## config.mk

```make
export PLATFORM = sky130hd
export DESIGN_NAME = btn_debounce_nch
export DESIGN_NICKNAME = d
export VERILOG_FILES = /design/src/rtl/btn_debounce_nch.sv
export SDC_FILE = /design/constraint.sdc
export NUM_CORES = 1
export LEC_CHECK = 0
export BUFFER_PORTS_ARGS = -buffer_cell sky130_fd_sc_hd__buf_2
export CORE_MARGIN = 2
export CORE_UTILIZATION = 55
export CTS_CLUSTER_SIZE = 25
export DETAILED_ROUTE_END_ITERATION = 8
export MAX_ROUTING_LAYER = met4
export PLACE_DENSITY = 0.74
export SLEW_MARGIN = 0
export SYNTH_ARGS = -nofsm -noshare
export SYNTH_HDL_FRONTEND = slang
export SYNTH_SLANG_ARGS = --single-unit
```

## constraint.sdc

```tcl
create_clock -name clk -period 8.2 [get_ports clk]
set_clock_uncertainty 0.1 [all_clocks]
set_input_delay 1.64 -clock clk [delete_from_list [all_inputs] [get_ports clk]]
set_output_delay 1.64 -clock clk [all_outputs]
set_load 0.01 [all_outputs]
```

## src/rtl/btn_debounce_nch.sv

```systemverilog
`default_nettype none
`timescale 1ns / 1ps
// ============================================================================
// Module   : btn_debounce_nch
// Purpose  : N-channel push-button synchroniser and debouncer with debounced
//            level, press and release pulses. Hold-to-repeat press pulses are
//            built in when the macro BTN_DEBOUNCE_REPEAT_EN is defined.
// Revision : 1.0 - initial release
// ============================================================================
module btn_debounce_nch #(
   parameter int NUM_BTN       = 5,
   parameter int CLK_DIV       = 100_000,
   parameter int SHIFT_DEPTH   = 8,
   parameter int REPEAT_DELAY  = 500,
   parameter int REPEAT_PERIOD = 100
) (
   input  logic               clk,
   input  logic               reset,
   input  logic [NUM_BTN-1:0] i_btn,
   output logic [NUM_BTN-1:0] o_level,
   output logic [NUM_BTN-1:0] o_btn,
   output logic [NUM_BTN-1:0] o_release
);

   localparam int                 c_div_w   = $clog2(CLK_DIV);
   localparam logic [c_div_w-1:0] c_div_max = c_div_w'(CLK_DIV - 1);

   logic [NUM_BTN-1:0] r_sync1;
   logic [NUM_BTN-1:0] r_sync2;
   logic [NUM_BTN-1:0] r_level;
   logic [NUM_BTN-1:0] r_level_d;
   logic [NUM_BTN-1:0] r_btn;
   logic [NUM_BTN-1:0] r_release;
   logic [c_div_w-1:0] r_div;

   logic               w_tick;
   logic [NUM_BTN-1:0] w_set;
   logic [NUM_BTN-1:0] w_clr;
   logic [NUM_BTN-1:0] w_rise;
   logic [NUM_BTN-1:0] w_fall;
   logic [NUM_BTN-1:0] w_press;

   assign w_tick = (r_div == c_div_max);
   assign w_rise = r_level & ~r_level_d;
   assign w_fall = ~r_level & r_level_d;

   // Per-channel sample history; the level only moves when the whole window agrees.
   generate
      for (genvar i = 0; i < NUM_BTN; i++) begin : g_ch
         logic [SHIFT_DEPTH-1:0] r_shift;
         logic [SHIFT_DEPTH-1:0] w_shift_nxt;
         logic                   w_unused_msb;

         assign w_shift_nxt  = {r_shift[SHIFT_DEPTH-2:0], r_sync2[i]};
         assign w_set[i]     = &w_shift_nxt;
         assign w_clr[i]     = ~|w_shift_nxt;
         assign w_unused_msb = r_shift[SHIFT_DEPTH-1];

         always_ff @(posedge clk or posedge reset) begin
            if (reset) begin
               r_shift <= '0;
            end else if (w_tick) begin
               r_shift <= w_shift_nxt;
            end
         end
      end
   endgenerate

`ifdef BTN_DEBOUNCE_REPEAT_EN
   typedef enum logic [1:0] {
      ST_IDLE   = 2'd0,
      ST_HOLD   = 2'd1,
      ST_REPEAT = 2'd2
   } rep_state_t;

   localparam int c_rep_max = (REPEAT_DELAY > REPEAT_PERIOD) ? REPEAT_DELAY : REPEAT_PERIOD;
   localparam int c_cnt_w   = $clog2(c_rep_max + 1);
   localparam logic [c_cnt_w-1:0] c_delay_last  = c_cnt_w'(REPEAT_DELAY - 1);
   localparam logic [c_cnt_w-1:0] c_period_last = c_cnt_w'(REPEAT_PERIOD - 1);

   logic [NUM_BTN-1:0] w_fire;
   logic [NUM_BTN-1:0] r_fire;

   generate
      for (genvar i = 0; i < NUM_BTN; i++) begin : g_rep
         rep_state_t         r_state;
         rep_state_t         w_state_nxt;
         logic [c_cnt_w-1:0] r_cnt;
         logic [c_cnt_w-1:0] w_cnt_nxt;
         logic               w_fire_ch;
         logic               w_abort;

         // A release landing on the expiry tick must suppress that repeat.
         assign w_abort   = ~r_level[i] | (w_tick & w_clr[i]);
         assign w_fire[i] = w_fire_ch;

         always_ff @(posedge clk or posedge reset) begin
            if (reset) begin
               r_state <= ST_IDLE;
               r_cnt   <= '0;
            end else begin
               r_state <= w_state_nxt;
               r_cnt   <= w_cnt_nxt;
            end
         end

         always_comb begin
            w_state_nxt = r_state;
            w_cnt_nxt   = r_cnt;
            w_fire_ch   = 1'b0;
            case (r_state)
               ST_IDLE: begin
                  if (w_rise[i]) begin
                     w_state_nxt = ST_HOLD;
                     w_cnt_nxt   = '0;
                  end
               end
               ST_HOLD: begin
                  if (w_abort) begin
                     w_state_nxt = ST_IDLE;
                     w_cnt_nxt   = '0;
                  end else if (w_tick) begin
                     if (r_cnt == c_delay_last) begin
                        w_fire_ch   = 1'b1;
                        w_state_nxt = ST_REPEAT;
                        w_cnt_nxt   = '0;
                     end else begin
                        w_cnt_nxt = r_cnt + 1'b1;
                     end
                  end
               end
               ST_REPEAT: begin
                  if (w_abort) begin
                     w_state_nxt = ST_IDLE;
                     w_cnt_nxt   = '0;
                  end else if (w_tick) begin
                     if (r_cnt == c_period_last) begin
                        w_fire_ch = 1'b1;
                        w_cnt_nxt = '0;
                     end else begin
                        w_cnt_nxt = r_cnt + 1'b1;
                     end
                  end
               end
               default: begin
                  w_state_nxt = ST_IDLE;
                  w_cnt_nxt   = '0;
               end
            endcase
         end
      end
   endgenerate

   always_ff @(posedge clk or posedge reset) begin
      if (reset) begin
         r_fire <= '0;
      end else begin
         r_fire <= w_fire;
      end
   end

   assign w_press = w_rise | r_fire;
`else
   logic w_unused_cfg;

   assign w_unused_cfg = (REPEAT_DELAY > 0) ^ (REPEAT_PERIOD > 0);
   assign w_press      = w_rise;
`endif

   always_ff @(posedge clk or posedge reset) begin
      if (reset) begin
         r_sync1   <= '0;
         r_sync2   <= '0;
         r_div     <= '0;
         r_level   <= '0;
         r_level_d <= '0;
         r_btn     <= '0;
         r_release <= '0;
      end else begin
         r_sync1   <= i_btn;
         r_sync2   <= r_sync1;
         r_div     <= w_tick ? '0 : r_div + 1'b1;
         if (w_tick) begin
            r_level <= (r_level | w_set) & ~w_clr;
         end
         r_level_d <= r_level;
         r_btn     <= w_press;
         r_release <= w_fall;
      end
   end

   assign o_level   = r_level;
   assign o_btn     = r_btn;
   assign o_release = r_release;

endmodule
`default_nettype wire
```

==> impl_metrics.tcl <==
set metrics [dict create \
    status "finished, final reports clean" \
    syn2layout_area_growth_pct 10.2 \
    clock_latency_ps 340 \
    ant_nets 0 \
    synth_cell_types 27 \
    track_usage_pct 19.1 \
    power_density_mw_per_mm2 190 \
    crit_type "flop to primary output" \
    dr.first_iter.drc_count 99 \
    cp-end-kind "primary output" \
    route.met3.wl_um 178 \
    crit_buf_inv 1 \
    synth_area_mm2 0.00318 \
    fin_nets 334 \
    cts_hold_buf 0 \
    post_cts_resized 0 \
    clk_pin_slew_worst_paths_ps 70 \
    cts_root_buf "clkbuf_8" \
    highest_layer "met4" \
    place.gp.congestion 0.841 \
    clock.fmax_mhz 377 \
    hold_class "flop to flop" \
    die_y_um 80.0 \
    utilization_pct 63.2 \
    swShare_pct 20.8 \
    die_w_um 80.0 \
    avgSynthCellArea_um2 10.5 \
    finalSetupViolations 0 \
    drive_gt1_share_pct 13.0 \
    internal_power_mw 0.526 \
    cts_setup_buffers 0 \
    ir_drop_v 0.000111 \
    slew_headroom_pct 34.5 \
    antenna_found_initial 0 \
    row_count 27 \
    cts_tree "yes" \
    first_pass_iters 4 \
    grt_pass1_wl_mm 9.07 \
    antennaDiodeCount 0 \
    wl_met1_mm 2.31 \
    p_sw_mw 0.138 \
    grt_max_degree 83 \
    critPathMaxFanout 5 \
    cts_sinks 82 \
    most-common-layout-cells "nand2_1 (108), dfrtp_1 (82), buf_2 (21)" \
    crit_slowest_cell "dfrtp_1" \
    numCtsBuffers 9 \
    final_max_slew_viol_count 0 \
    hold_viol_final 0 \
    cpLargestDelayFamily "flip-flops" \
    critPathLaunchType "flop" \
    cp.required_ps 6460 \
    rsz0062_at_grt "false" \
    syn_nets 310 \
    viasPerCell 5.24 \
    drv_cap 0 \
    setup_tns_ps 0 \
    fin_crit_ps 2650 \
    routedWlPerCell_um 12.5 \
    overflow 0 \
    worst_slew_pin_slew_ps 983 \
    syn_inst 302 \
    clock_path_buffers 2 \
    pwr-share-clk_pct 37.1 \
    core_mm2 0.00554 \
    vias 2113 \
    post-dp-hpwl_mm 3.08 \
    period_share_pct 32.3 \
    dieArea_mm2 0.00640 \
    mostFrequentLayoutCell "nand2_1" \
    grt_pass1_vias 2098 \
    crit_chain "buf_2" \
    leakagePower_nw 1.81 \
    ys_warn_count 0 \
    pwr-share-comb_pct 1.5 \
    h-tree-depth 3 \
    pwr-share-seq_pct 61.4 \
    synth-seq-cells 82 \
    yosysSeqAreaShare_pct 64.6 \
    portBuffers 21 \
    wl_mm 5.03 \
    initial_utilization_pct 57.3 \
    fill_cells 460 \
    cp.arrival_ps 910 \
    drcViolationCount 0 \
    wl_met2_mm 2.50 \
    cpPeakStageDelay_ps 420 \
    pin_count 22 \
]
[power by group through the flow]
| stage | combinational, mW | sequential [mW] | clock [mW] |
|---|---|---|---|
| detailed placement | 0.0107 | 0.416 | 0 |
| floorplan | 0.00681 | 0.415 | 0 |
| global route | 0.0121 | 0.408 | 0.274 |
| finish | 0.00995 | 0.408 | 0.246 |
| CTS | 0.0108 | 0.408 | 0.258 |
| global placement | 0.0106 | 0.416 | 0 |
[layer usage]
metal | track usage (%) | vias to the layer above
li1 | - | 1054
met1 | 21.7 | 1019
met2 | 31.6 | 36
met3 | 6.79 | 4
met4 | 6.27 | 0
met5 | - | -
[sequential cells by signal, indices dropped and copies added (netlist names)]
name,flops
o_release,5
o_level,5
r_div,17
r_sync2,5
g_ch.r_shift,35
o_btn,5
r_sync1,5
r_level_d,5
[Yosys cell counts, drive strengths merged]
cell type	number	share of area (%)
xor2	9	2.5
buf	5	1.2
o31ai	1	0.24
nand3	10	1.6
or4b	1	0.32
dfrtp	82	65
ha	1	0.39
nor3	6	1.6
o21a	5	1.2
clkbuf	5	0.59
nor2b	10	2.0
nor2	10	1.2
and3	2	0.39
xnor2	4	1.1
a21oi	2	0.32
inv	3	0.35
and4	1	0.28
or3	2	0.39
nand2	108	13
o21ai	1	0.16
nor4	12	2.4
and2	1	0.20
or4	3	0.83
nand4	18	3.5
[area by class of cell]
type	count	area (µm²)	area share, %
tap	72	90.1	2.57
timing repair buffer	23	120	3.43
inverter	3	12.5	0.357
sequential	82	2050	58.6
clock buffer	13	149	4.25
multi-input combinational	207	1060	30.3
clock inverter	3	15.0	0.429
[through the flow]
| stage | area (µm²) | total power, mW | cells | hold WS, ps | setup WS, ps |
|---|---|---|---|---|---|
| 2_1_floorplan | 3180 | 0.422 | 302 | 231 | 4350 |
| 3_3_place_gp | 3340 | 0.426 | 387 | 232 | 5450 |
| 3_5_place_dp | 3340 | 0.427 | 387 | 235 | 5430 |
| 4_1_cts | 3500 | 0.676 | 403 | 253 | 5520 |
| 5_1_grt | 3500 | 0.694 | 403 | 263 | 5480 |
| 6_report | 3500 | 0.664 | 403 | 250 | 5550 |
[logic make-up (layout without fill, tap and decap cells)]
logic type               count (synthesis)  count (layout)  synth area share, %
AO/OA/AOI/OAI                            9               9                 1.89
XOR/XNOR                                13              13                 3.59
adder cells (fa/ha/maj)                  1               1                0.394
buffers and inverters                   13              42                 2.13
flip-flops                              82              82                 64.6
AND/OR/NAND/NOR                        184             184                 27.4
[path summary, 6_finish.rpt]
check	start	end	slack, ps	depth (start not counted)
max	o_level[3]	o_level[3]	5550	1
min in group asynchronous	reset	r_div[9]	1480	3
min	r_sync1[2]	r_sync2[2]	250	0
max in group asynchronous	reset	r_div[2]	5870	3
max reg2reg	r_div[6]	o_level[3]	5870	4
min reg2reg	r_sync1[2]	r_sync2[2]	250	0
Power figures use the tool's default switching activity.
